File: src/rtl/vga_scan_gen.sv
// Raster timing generator: row/col scan counters, sync strobes and per-frame pulses, all registered and aligned to row/col.
// Latency: 1 clk from en rising to coordinate change; no backpressure, en=0 freezes the scan and suppresses frame pulses.
module vga_scan_gen #(
  parameter int H_ACTIVE = 640,
  parameter int H_FP     = 16,
  parameter int H_SYNC   = 96,
  parameter int H_BP     = 48,
  parameter int V_ACTIVE = 480,
  parameter int V_FP     = 10,
  parameter int V_SYNC   = 2,
  parameter int V_BP     = 33,
  parameter int F2_ROW   = 500
) (
  input  logic        i_clk,
  input  logic        i_rst_n,
  input  logic        i_en,
  output logic [10:0] o_row,
  output logic [10:0] o_col,
  output logic        o_active,
  output logic        o_hsync,
  output logic        o_vsync,
  output logic        o_frame1,
  output logic        o_frame2,
  output logic [7:0]  o_frame_cnt
);

  localparam logic [10:0] H_TOTAL  = 11'(H_ACTIVE + H_FP + H_SYNC + H_BP);
  localparam logic [10:0] V_TOTAL  = 11'(V_ACTIVE + V_FP + V_SYNC + V_BP);
  localparam logic [10:0] H_ACT_W  = 11'(H_ACTIVE);
  localparam logic [10:0] V_ACT_W  = 11'(V_ACTIVE);
  localparam logic [10:0] HS_FIRST = 11'(H_ACTIVE + H_FP);
  localparam logic [10:0] HS_LAST  = 11'(H_ACTIVE + H_FP + H_SYNC - 1);
  localparam logic [10:0] VS_FIRST = 11'(V_ACTIVE + V_FP);
  localparam logic [10:0] VS_LAST  = 11'(V_ACTIVE + V_FP + V_SYNC - 1);
  localparam logic [10:0] F2_ROW_W = 11'(F2_ROW);

  logic [10:0] r_row;
  logic [10:0] r_col;
  logic [7:0]  r_frame_cnt;
  logic        r_active;
  logic        r_hsync;
  logic        r_vsync;
  logic        r_frame1;
  logic        r_frame2;

  logic        w_col_wrap;
  logic        w_row_wrap;
  logic [10:0] w_col_nxt;
  logic [10:0] w_row_nxt;

  assign w_col_wrap = (r_col == H_TOTAL - 11'd1);
  assign w_row_wrap = (r_row == V_TOTAL - 11'd1);
  assign w_col_nxt  = w_col_wrap ? 11'd0 : r_col + 11'd1;
  assign w_row_nxt  = !w_col_wrap ? r_row : (w_row_wrap ? 11'd0 : r_row + 11'd1);

  // Strobes are decoded from the next coordinate so they stay aligned with row/col.
  always_ff @(posedge i_clk) begin
    if (!i_rst_n) begin
      r_row       <= 11'd0;
      r_col       <= 11'd0;
      r_frame_cnt <= 8'd0;
      r_active    <= 1'b1;
      r_hsync     <= 1'b1;
      r_vsync     <= 1'b1;
      r_frame1    <= 1'b0;
      r_frame2    <= 1'b0;
    end else if (i_en) begin
      r_row    <= w_row_nxt;
      r_col    <= w_col_nxt;
      r_active <= (w_col_nxt < H_ACT_W) && (w_row_nxt < V_ACT_W);
      r_hsync  <= !((w_col_nxt >= HS_FIRST) && (w_col_nxt <= HS_LAST));
      r_vsync  <= !((w_row_nxt >= VS_FIRST) && (w_row_nxt <= VS_LAST));
      r_frame1 <= (w_row_nxt == V_ACT_W) && (w_col_nxt == 11'd0);
      r_frame2 <= (w_row_nxt == F2_ROW_W) && (w_col_nxt == 11'd0);
      if (w_col_wrap && w_row_wrap) begin
        r_frame_cnt <= r_frame_cnt + 8'd1;
      end
    end else begin
      // Pulses mark a coordinate visit, so a held coordinate must not re-fire them.
      r_frame1 <= 1'b0;
      r_frame2 <= 1'b0;
    end
  end

  assign o_row       = r_row;
  assign o_col       = r_col;
  assign o_active    = r_active;
  assign o_hsync     = r_hsync;
  assign o_vsync     = r_vsync;
  assign o_frame1    = r_frame1;
  assign o_frame2    = r_frame2;
  assign o_frame_cnt = r_frame_cnt;

endmodule
File: config.mk
export PLATFORM = sky130hd
export DESIGN_NAME = vga_scan_gen
export DESIGN_NICKNAME = d
export VERILOG_FILES = /design/src/rtl/vga_scan_gen.sv
export SDC_FILE = /design/constraint.sdc
export NUM_CORES = 1
export LEC_CHECK = 0
export CORE_MARGIN = 2
export CORE_UTILIZATION = 43
export CTS_CLUSTER_SIZE = 40
export DETAILED_ROUTE_END_ITERATION = 10
export PLACE_DENSITY = 0.67
export SYNTH_ARGS = -nofsm -noshare
export SYNTH_HDL_FRONTEND = slang
export SYNTH_SLANG_ARGS = --single-unit
File: constraint.sdc
create_clock -name i_clk -period 3.4 [get_ports i_clk]
set_input_delay 0.51 -clock i_clk [delete_from_list [all_inputs] [get_ports i_clk]]
set_output_delay 0.51 -clock i_clk [all_outputs]
set_load 0.01 [all_outputs]
======== After elaboration in Yosys (flattened, before gate mapping) ========
Cells that the tools add are included.
word-level totals
  bits in registers ....................... 35
  bits in latches ......................... 0
  bits in writable memories ............... 0
  ROM bits ................................ 0
  bits of input ports ..................... 3
  output and inout bits ................... 35
  logic and storage cells ................. 35
  memories ................................ 0
cells by class
  add/sub/neg operators ................... 3
  multiply operators ...................... 0
  divide/modulo/power cells ............... 0
  order comparisons ....................... 6
  eq/ne operators ......................... 4
  shift operators ......................... 0
  muxes and demuxes ....................... 3
  bitwise logic cells ..................... 0
  reduce and logical (&&, ||, !) cells .... 11
operators by type and width
  kind                                                                                   count
  11-bit 2-to-1 mux                                                                      3
  11-bit by 1-bit adder with 11-bit output, second input constant                        2
  11-bit by 10-bit equality test with 1-bit output, second input constant                2
  11-bit by 9-bit equality test with 1-bit output, second input constant                 2
  11-bit by 10-bit greater-or-equal comparator with 1-bit output, second input constant  1
  11-bit by 9-bit greater-or-equal comparator with 1-bit output, second input constant   1
  11-bit by 10-bit less-or-equal comparator with 1-bit output, second input constant     1
  11-bit by 9-bit less-or-equal comparator with 1-bit output, second input constant      1
  11-bit logical NOT                                                                     1
  11-bit by 10-bit less-than comparator with 1-bit output, second input constant         1
  11-bit by 9-bit less-than comparator with 1-bit output, second input constant          1
  8-bit by 1-bit adder with 8-bit output, second input constant                          1
  1-bit logical AND                                                                      6
  2-bit AND reduction                                                                    2
  1-bit logical NOT                                                                      2

======== Depth between registers and ports, before layout ========
Gate-level depths: netlist of the first run.
  word-level depth ........................ 6
  depth in mapped cells ................... 10
  depth with buffers taken out ............ 8

======== Worst setup path before layout of the first run ========
OpenSTA, ideal clock, no wires.
  path type ............................... register -> register
  start point ............................. register r_col[0], in the netlist o_col[0]
  end point ............................... register r_frame2, in the netlist o_frame2
  library setup time ...................... 0.088 ns
  arrival ................................. 2.364 ns
  slack ................................... 0.948 ns
  cell stages (with the launch flop) ...... 10
  buffers on the path ..................... 2
  period minus slack after synthesis ...... 2.452 ns
  path through ............................ dfxtp_1 ha_1 buf_4 and4_1 nand3_1 buf_2 nor3_1 xnor2_1 or4_4 nor4_2
on the way
  longest elaborated chain between the ends .. 4
  elaborated cells between the ends (all ways) .. 7
ends and longest elaborated chain
  element                                                                                                              line    source
  start: declaration                                                                                                   38      logic [10:0] r_col;
  start signal: assignment                                                                                             69      r_col <= w_col_nxt;
  11-bit by 1-bit adder with 11-bit output / 11-bit by 10-bit equality test with 1-bit output (equally long branches)  53, 51
  11-bit 2-to-1 mux (on tied branches)                                                                                 53, 54
  11-bit logical NOT / 11-bit by 9-bit equality test with 1-bit output (equally long branches)                         74      r_frame2 <= (w_row_nxt == F2_ROW_W) && (w_col_nxt == 11'd0);
  1-bit logical AND *                                                                                                  74
  end signal: assignment                                                                                               74
  end: declaration                                                                                                     44      logic r_frame2;
Every way passes the cells marked *; elsewhere a longest branch is shown, timed or not.
A chain may end at the register's enable or synchronous reset.

======== Final worst setup path of the first run ========
Ends and elaborated chain as after synthesis.

==> metrics.md, run 1 <==
| Metric | Value |
|---|---|
| Crit path required time | `3.60 ns` |
| Worst slew pin tran | `0.967 ns` |
| PostCTS Resize Cnt | `0` |
| Hold Path Origin | `o_vsync` |
| Die width | `76.8 um` |
| PortBufs | `37` |
| Starting density of the core | `0.446` |
| Hold depth | `2` |
| FMAX | `355 MHz` |
| Reg clk slew, reported paths | `0.08 ns` |
| Syn_nets | `311` |
| Worst min-delay path class | `reg2reg` |
| Met2 usage | `0.311` |
| TritonCTS Buffers | `5` |
| Synth cell types | `47` |
| First-pass GRT wire length | `9.51 mm` |
| Die Height | `76.8 um` |
| Hold buffer count at CTS | `0` |
| Power after layout | `792 uW` |
| CP arrival | `3.01 ns` |
| Slew Limit Headroom | `0.355` |
| Clock buffer depth | `2` |
| Total GRT Usage | `0.196` |
| #FFs+latches synth | `35` |
| Worst r2r src | `o_col[0]` |
| WHS Endpoint | `o_vsync` |
| Maxcap violations | `0` |
| Met1 Use GR | `0.270` |
| Drt via density | `5.53` |
| Ys Warns | `0` |
| CTS tree | `built` |
| Setup TNS | `0 ns` |
| Core ar. | `5110 sq um` |
| Post-Syn Area per Cell | `7.52 sq um` |
| Unrepaired setup endpoints after global routing | `false` |
| Comb power frac | `0.048` |
| CTS sink count | `35` |
| Clk_lat worst skew | `0.29 ns` |
| Worst Setup Path Type | `reg2reg` |
| RePlAce Congestion | `0.894` |
| Reg2reg setup slack | `0.59 ns` |
| Total die area | `5890 sq um` |
| Diodes inserted | `0` |
| IO Count | `38` |
| Int Pwr | `613 uW` |
| VDD IR max | `0.177 mV` |
| Drc violations | `0` |
| Top_reg_cell synth | `dfxtp_1` |
| Busiest grt layer | `met2` |
| Seq/Total Area, Yosys | `0.308` |
| Initial antenna violation count | `0` |
| R2R Path End | `o_frame2` |
| Reg2reg path depth | `7` |
| M3 GR Usage | `0.0376` |
| Syn-to-layout area delta | `20.4%` |
| 1st-iter DRT viols | `127` |
| Largest net degree at the start of global routing | `31` |
| Clock group share of total power | `0.424` |
| WL/cell | `14.3 um` |
| Final hold vios | `0` |
| Placement row count | `26` |
| Outcome | `completed` |
| CTS H-tree lvls | `2` |
| Post-detail-place hpwl | `4.02 mm` |
| Post-route ant nets | `0` |
| Endpoint type of the worst setup path | `register` |
| Layout cells sized above 1 | `0.0669` |
| Final worst-path cycle share | `0.828` |
| Post-CTS setup buffers | `0` |
| Clock period minus worst slack | `2.81 ns` |
| CP max FO | `13` |
| P per Cell Area | `289 nW/um^2` |
| Post-synth EDFFs | `0` |
| Final setup vio count | `0` |
| Gate Count Post-Synth | `303` |
| Post-synth ARST share | `0` |
| Number of max-slew violations in the final report | `0` |
| GRT overflow | `0` |
| Lkg Pwr | `0.000888 uW` |
| Clk_skew | `0.00847 ns` |
| Routed wire length | `5.72 mm` |
| Switch share | `0.226` |
| Post-Syn Area | `2280 sq um` |
| Number of global-route vias before repair | `1950` |
| Vias after detailed routing | `2207` |
| Initial DRT Pass Iterations | `4` |
| Root buffer selected by CTS | `clkbuf_8` |
| Switching pwr | `179 uW` |
| CP startpoint kind | `register` |
| Layout net count | `336` |
| Share of power burned in registers | `0.529` |
## metal layers
layer  share of wire  wire, um
met2            0.46      2630
met1            0.48      2770
met3           0.049       278
met5               0         0
met4          0.0061        35
## worst max-delay path: stages (launching register included)
cell	delay [ns]
dfxtp_1	0.47
ha_1	0.41
nand4_1	0.35
nor3_4	0.48
o21ai_0	0.20
o41a_1	0.15
or4_4	0.43
nor4_2	0.23
## power groups by stage
stage	sequential [uW]	clock, uW	combinational, uW
5_1_grt	419	364	42.0
3_5_place_dp	428	0	38.3
3_3_place_gp	428	0	38.3
2_1_floorplan	428	0	22.0
4_1_cts	419	346	38.6
6_report	419	336	37.9
## layout by cell type (no fill, tap or decap), types with 11 or more instances in the layout
| cell type | count |
|---|---|
| nand2_1 | 30 |
| clkdlybuf4s50_1 | 37 |
| nor3_1 | 18 |
| dfxtp_1 | 35 |
| nor2_1 | 46 |
| nand3_1 | 14 |
| xor2_1 | 11 |
| xnor2_1 | 12 |
| o21ai_0 | 17 |
| a21oi_1 | 19 |
## how the worst max path moves through the flow
stage / from / end / slack [ns] / cells after the start
floorplan: o_col[0] / o_frame2 / 0.95 / 9
finish: o_col[0] / o_frame2 / 0.59 / 7
CTS: o_col[0] / o_frame2 / 0.57 / 7
global route: o_col[0] / o_frame2 / 0.28 / 7
detailed placement: o_col[0] / o_frame2 / 0.59 / 7
global placement: o_col[0] / o_frame2 / 0.75 / 7
## kinds of logic after synthesis
logic type	after synthesis	share of synthesized area
adders and majority gates	5	0.0275
buffers and inverters	29	0.0621
and+or+nand+nor	150	0.346
muxes	3	0.0132
xor gates and xnor gates	23	0.0885
AOI/OAI and AO/OA	58	0.155
DFF	35	0.308
## synth_stat cells (3+ instances only)
master,instances,area share
xnor2_1,12,0.046
a22oi_1,3,0.0099
nor3_1,18,0.040
a31oi_1,4,0.011
nand2_1,30,0.049
nand4_1,7,0.019
a21oi_1,19,0.042
ha_1,5,0.027
or4_4,3,0.015
xor2_1,11,0.042
clkbuf_1,10,0.016
mux2i_1,3,0.013
dfxtp_1,35,0.31
inv_1,7,0.012
o21ai_0,17,0.037
a211oi_1,4,0.013
and2_1,3,0.0082
nor4_2,3,0.016
nand3_1,14,0.031
and3_1,3,0.0082
nor2_1,46,0.076
or3_1,5,0.014
buf_2,8,0.018
## stage by stage
stage	utilization	setup slack (ns)	instances	cell area, sq um	hold slack (ns)
after global placement	0.517	0.746	391	2640	0.486
final	0.537	0.585	399	2740	0.490
after floorplan	-	0.948	303	2280	0.507
after detailed placement	0.517	0.593	391	2640	0.485
after global routing	0.537	0.275	399	2740	0.552
after CTS	0.537	0.571	399	2740	0.495
## flip-flops by register name, indices dropped and copies added, names as in the netlist
signal,count
o_col,11
o_hsync,1
o_row,11
o_frame_cnt,8
o_frame2,1
o_frame1,1
o_vsync,1
o_active,1
## layout make-up
cell class	instances	area, sq um
Fill cell	536	2360
Multi-Input combinational cell	239	1440
Sequential cell	35	701
Timing Repair Buffer	40	393
Clock buffer	8	100
Tap cell	70	87.6
Inverter	7	26.3
(Power assumes the default switching activity.)
==> run 2, diff against run 1 <==
PLACE_DENSITY = 0.69   (was 0.67)
clock period = 2.35 ns   (was 3.4 ns; I/O delays follow)
==> run 2 against run 1 <==
Compared with the run above: largest power group is now the clock network; design area rose by 15%; die area did not move; critical path depth did not move; power rose by 69%; sequential power rose by 44%; via count rose by 9.2%; flip-flop and latch count did not move; clock-buffer cell count fell by 3; clock skew fell by 0.0058 ns; first-iteration DRC count rose by 50%; combinational power rose by 96%; worst setup slack got worse by 0.51 ns.
==> metrics.md, run 2 (synthesis gave the netlist of run 1 again) <==
| Metric | Value |
|---|---|
| Leading cell type in the layout, fill and taps excluded | `nor2_1` |
| Reg2reg setup slack | `0.08 ns (-0.51 ns)` |
| Vias after detailed routing | `2411 (+9.2%)` |
| Final setup vio count | `0 (unchanged)` |
| WHS Endpoint | `o_active` |
| Unrepaired setup endpoints after global routing | `true` |
| P per Cell Area | `426 nW/um^2 (+47%)` |
| 1st-iter DRT viols | `191 (+50%)` |
| Drc violations | `0 (unchanged)` |
| Worst min-delay path class | `reg2reg` |
| Final WS setup | `0.0793 ns (-0.506 ns)` |
| Comb power frac | `0.055 (+0.007)` |
| R2R Path End | `o_frame_cnt[7]` |
| Reg2reg path depth | `7 (unchanged)` |
| Dpl ws | `-0.0311 ns (-0.624 ns)` |
| FMAX | `440 MHz (+24%)` |
| PortBufs | `37 (unchanged)` |
| Switching pwr | `285 uW (+59%)` |
| Initial antenna violation count | `0 (unchanged)` |
| CP arrival | `2.47 ns (-0.54 ns)` |
| Diodes inserted | `0 (unchanged)` |
| Lkg Pwr | `0.00112 uW (+27%)` |
| Placement row count | `26 (unchanged)` |
| Clock group share of total power | `0.495 (+0.071)` |
| Clk_skew | `0.00270 ns (-0.00577 ns)` |
| Worst r2r src | `o_row[10]` |
| Layout net count | `377 (+12%)` |
| CP cell instances | `or4b_4, or4_4, nor3_4, buf_4, and4_2, xnor2_1, nor2_1` |
| RePlAce Congestion | `0.986 (+10%)` |
| Power after layout | `1340 uW (+69%)` |
| Maxcap violations | `0 (unchanged)` |
| Crit path required time | `2.55 ns (-1.05 ns)` |
| Hold Path Origin | `o_active` |
| Buf/Inv on CP | `1 (+1)` |
| Final worst-path cycle share | `0.966 (+0.138)` |
| Total die area | `5890 sq um (unchanged)` |
| Placed Area | `2940 sq um (+11%)` |
| Core ar. | `5110 sq um (unchanged)` |
| Post-detail-place hpwl | `4.63 mm (+15%)` |
| WL/cell | `14.0 um (-2.6%)` |
| Clock buffer depth | `2 (unchanged)` |
| Syn-to-layout area delta | `38.2%` |
| Largest net degree at the start of global routing | `23 (-26%)` |
| Starting density of the core | `0.446 (unchanged)` |
| Final hold vios | `0 (unchanged)` |
| Max incr delay on CP | `0.54 ns (+0.06 ns)` |
| Root buffer selected by CTS | `clkbuf_8` |
| CTS sink count | `35 (unchanged)` |
| TritonCTS Buffers | `5 (unchanged)` |
| Initial DRT Pass Iterations | `5 (+1)` |
| Routed wire length | `6.14 mm (+7.4%)` |
| VDD IR max | `0.236 mV (+33%)` |
| Switch share | `0.213 (-0.0133)` |
| Worst Setup Path Type | `reg2reg` |
| Worst slew pin tran | `0.460 ns (-0.507 ns)` |
| Clock period minus worst slack | `2.27 ns (-0.544 ns)` |
| Number of max-slew violations in the final report | `0 (unchanged)` |
| GRT overflow | `0 (unchanged)` |
| Drt via density | `5.48 (-0.94%)` |
| CTS H-tree lvls | `2 (unchanged)` |
| Critical path's slowest cell | `or4b_4` |
| Layout cells sized above 1 | `0.203 (+0.136)` |
| CP max FO | `5 (-8)` |
| Endpoint type of the worst setup path | `register` |
| CTS tree | `built` |
| Die width | `76.8 um (unchanged)` |
| IO Count | `38 (unchanged)` |
| Share of power burned in registers | `0.450 (-0.079)` |
| First-pass GRT wire length | `10.6 mm (+11%)` |
| Top cell family by delay on the critical path | `simple AND/OR/NAND/NOR gates` |
| Slew Limit Headroom | `0.693 (+0.338)` |
| Reg clk slew, reported paths | `0.08 ns (about the same)` |
| Total GRT Usage | `0.217 (+0.0217)` |
| Clk_lat worst skew | `0.29 ns (about the same)` |
| Hold depth | `2 (unchanged)` |
| Die Height | `76.8 um (unchanged)` |
| Outcome | `completed` |
| Finished layout cell area | `3150 sq um (+15%)` |
| Number of global-route vias before repair | `2214 (+14%)` |
| Int Pwr | `1050 uW (+72%)` |
| Setup TNS | `0 ns (unchanged)` |
| CP startpoint kind | `register` |
| Post-route ant nets | `0 (unchanged)` |
| Most frequent cells in the layout | `46 x nor2_1, 43 x buf_4, 37 x clkdlybuf4s50_1, 32 x dfxtp_1, 29 x nand2_1` |
[run 2: cell types whose count changed in the layout (fill, tap and decap cells not counted), sizes merged]
cell,before,now
buf,3,44
clkinvlp,0,1
bufinv,0,2
clkbuf,8,5
[run 2: worst max path at each step]
stage / from / endpoint / slack [ns] / depth (start not counted)
after CTS: o_col[0] / o_frame1 / 0.01 / 7
after global routing: o_col[10] / o_frame2 / -0.02 / 5
final: o_row[10] / o_frame_cnt[7] / 0.08 / 7
after detailed placement: o_col[0] / o_frame1 / -0.03 / 7
after floorplan: o_col[0] / o_frame2 / 0.02 / 9
after global placement: o_col[0] / o_frame1 / 0.04 / 7
[run 2: area by class of cell]
type	instances	area, sq um
Timing Repair Buffer	81	713
Inverter	7	26.3
Multi-Input combinational cell	239	1480
Clock inverter	3	67.6
Fill cell	474	1960
Tap cell	70	87.6
Sequential cell	35	704
Clock buffer	5	68.8
[run 2: repair_timing]
action                                 in CTS  in global routing
pin swaps                                   1                  2
gates resized for setup                     2                  9
hold buffers                                0                  0
setup buffers                               2                  2
gates cloned                                0                  0
setup endpoints to repair                   1                  4
endpoints found under the hold margin       0                  0
[run 2: worst min-delay path: cells and delay by family, from the launching register on]
| family | cells | cell delay (ns) |
|---|---|---|
| buffers and inverters | 1 | 0.05 |
| flip-flops | 1 | 0.31 |
| AO/OA/AOI/OAI | 1 | 0.09 |
[run 2: routing by layer]
metal  vias up  track usage  routed length, um
li1       1211            -                  -
met1      1104        0.294               2870
met2        88        0.347               2860
met3         8       0.0400                345
met4         0       0.0709                 61
met5         -            0                  0
[run 2: per-stage QoR]
step                      std cells  hold WS, ns   util
final                           440        0.506  0.616
after global routing            440        0.535  0.616
after CTS                       438        0.514  0.606
after detailed placement        428        0.503  0.575
after global placement          428        0.482  0.575
after floorplan                 303        0.431      -
[run 2: power groups by stage]
stage	clock (uW)	combinational (uW)	sequential, uW
after detailed placement	0	73.7	616
final	663	74.3	602
after global routing	695	81.4	603
after floorplan	0	31.9	620
after global placement	0	73.3	616
after CTS	673	74.2	602
==> run 3, diff against run 2 <==
CTS_BUF_LIST = sky130_fd_sc_hd__clkbuf_4 sky130_fd_sc_hd__clkbuf_8   (was default)
==> results of run 3 <==
No change in the layout: final DEF, timing and power equal those of run 2.
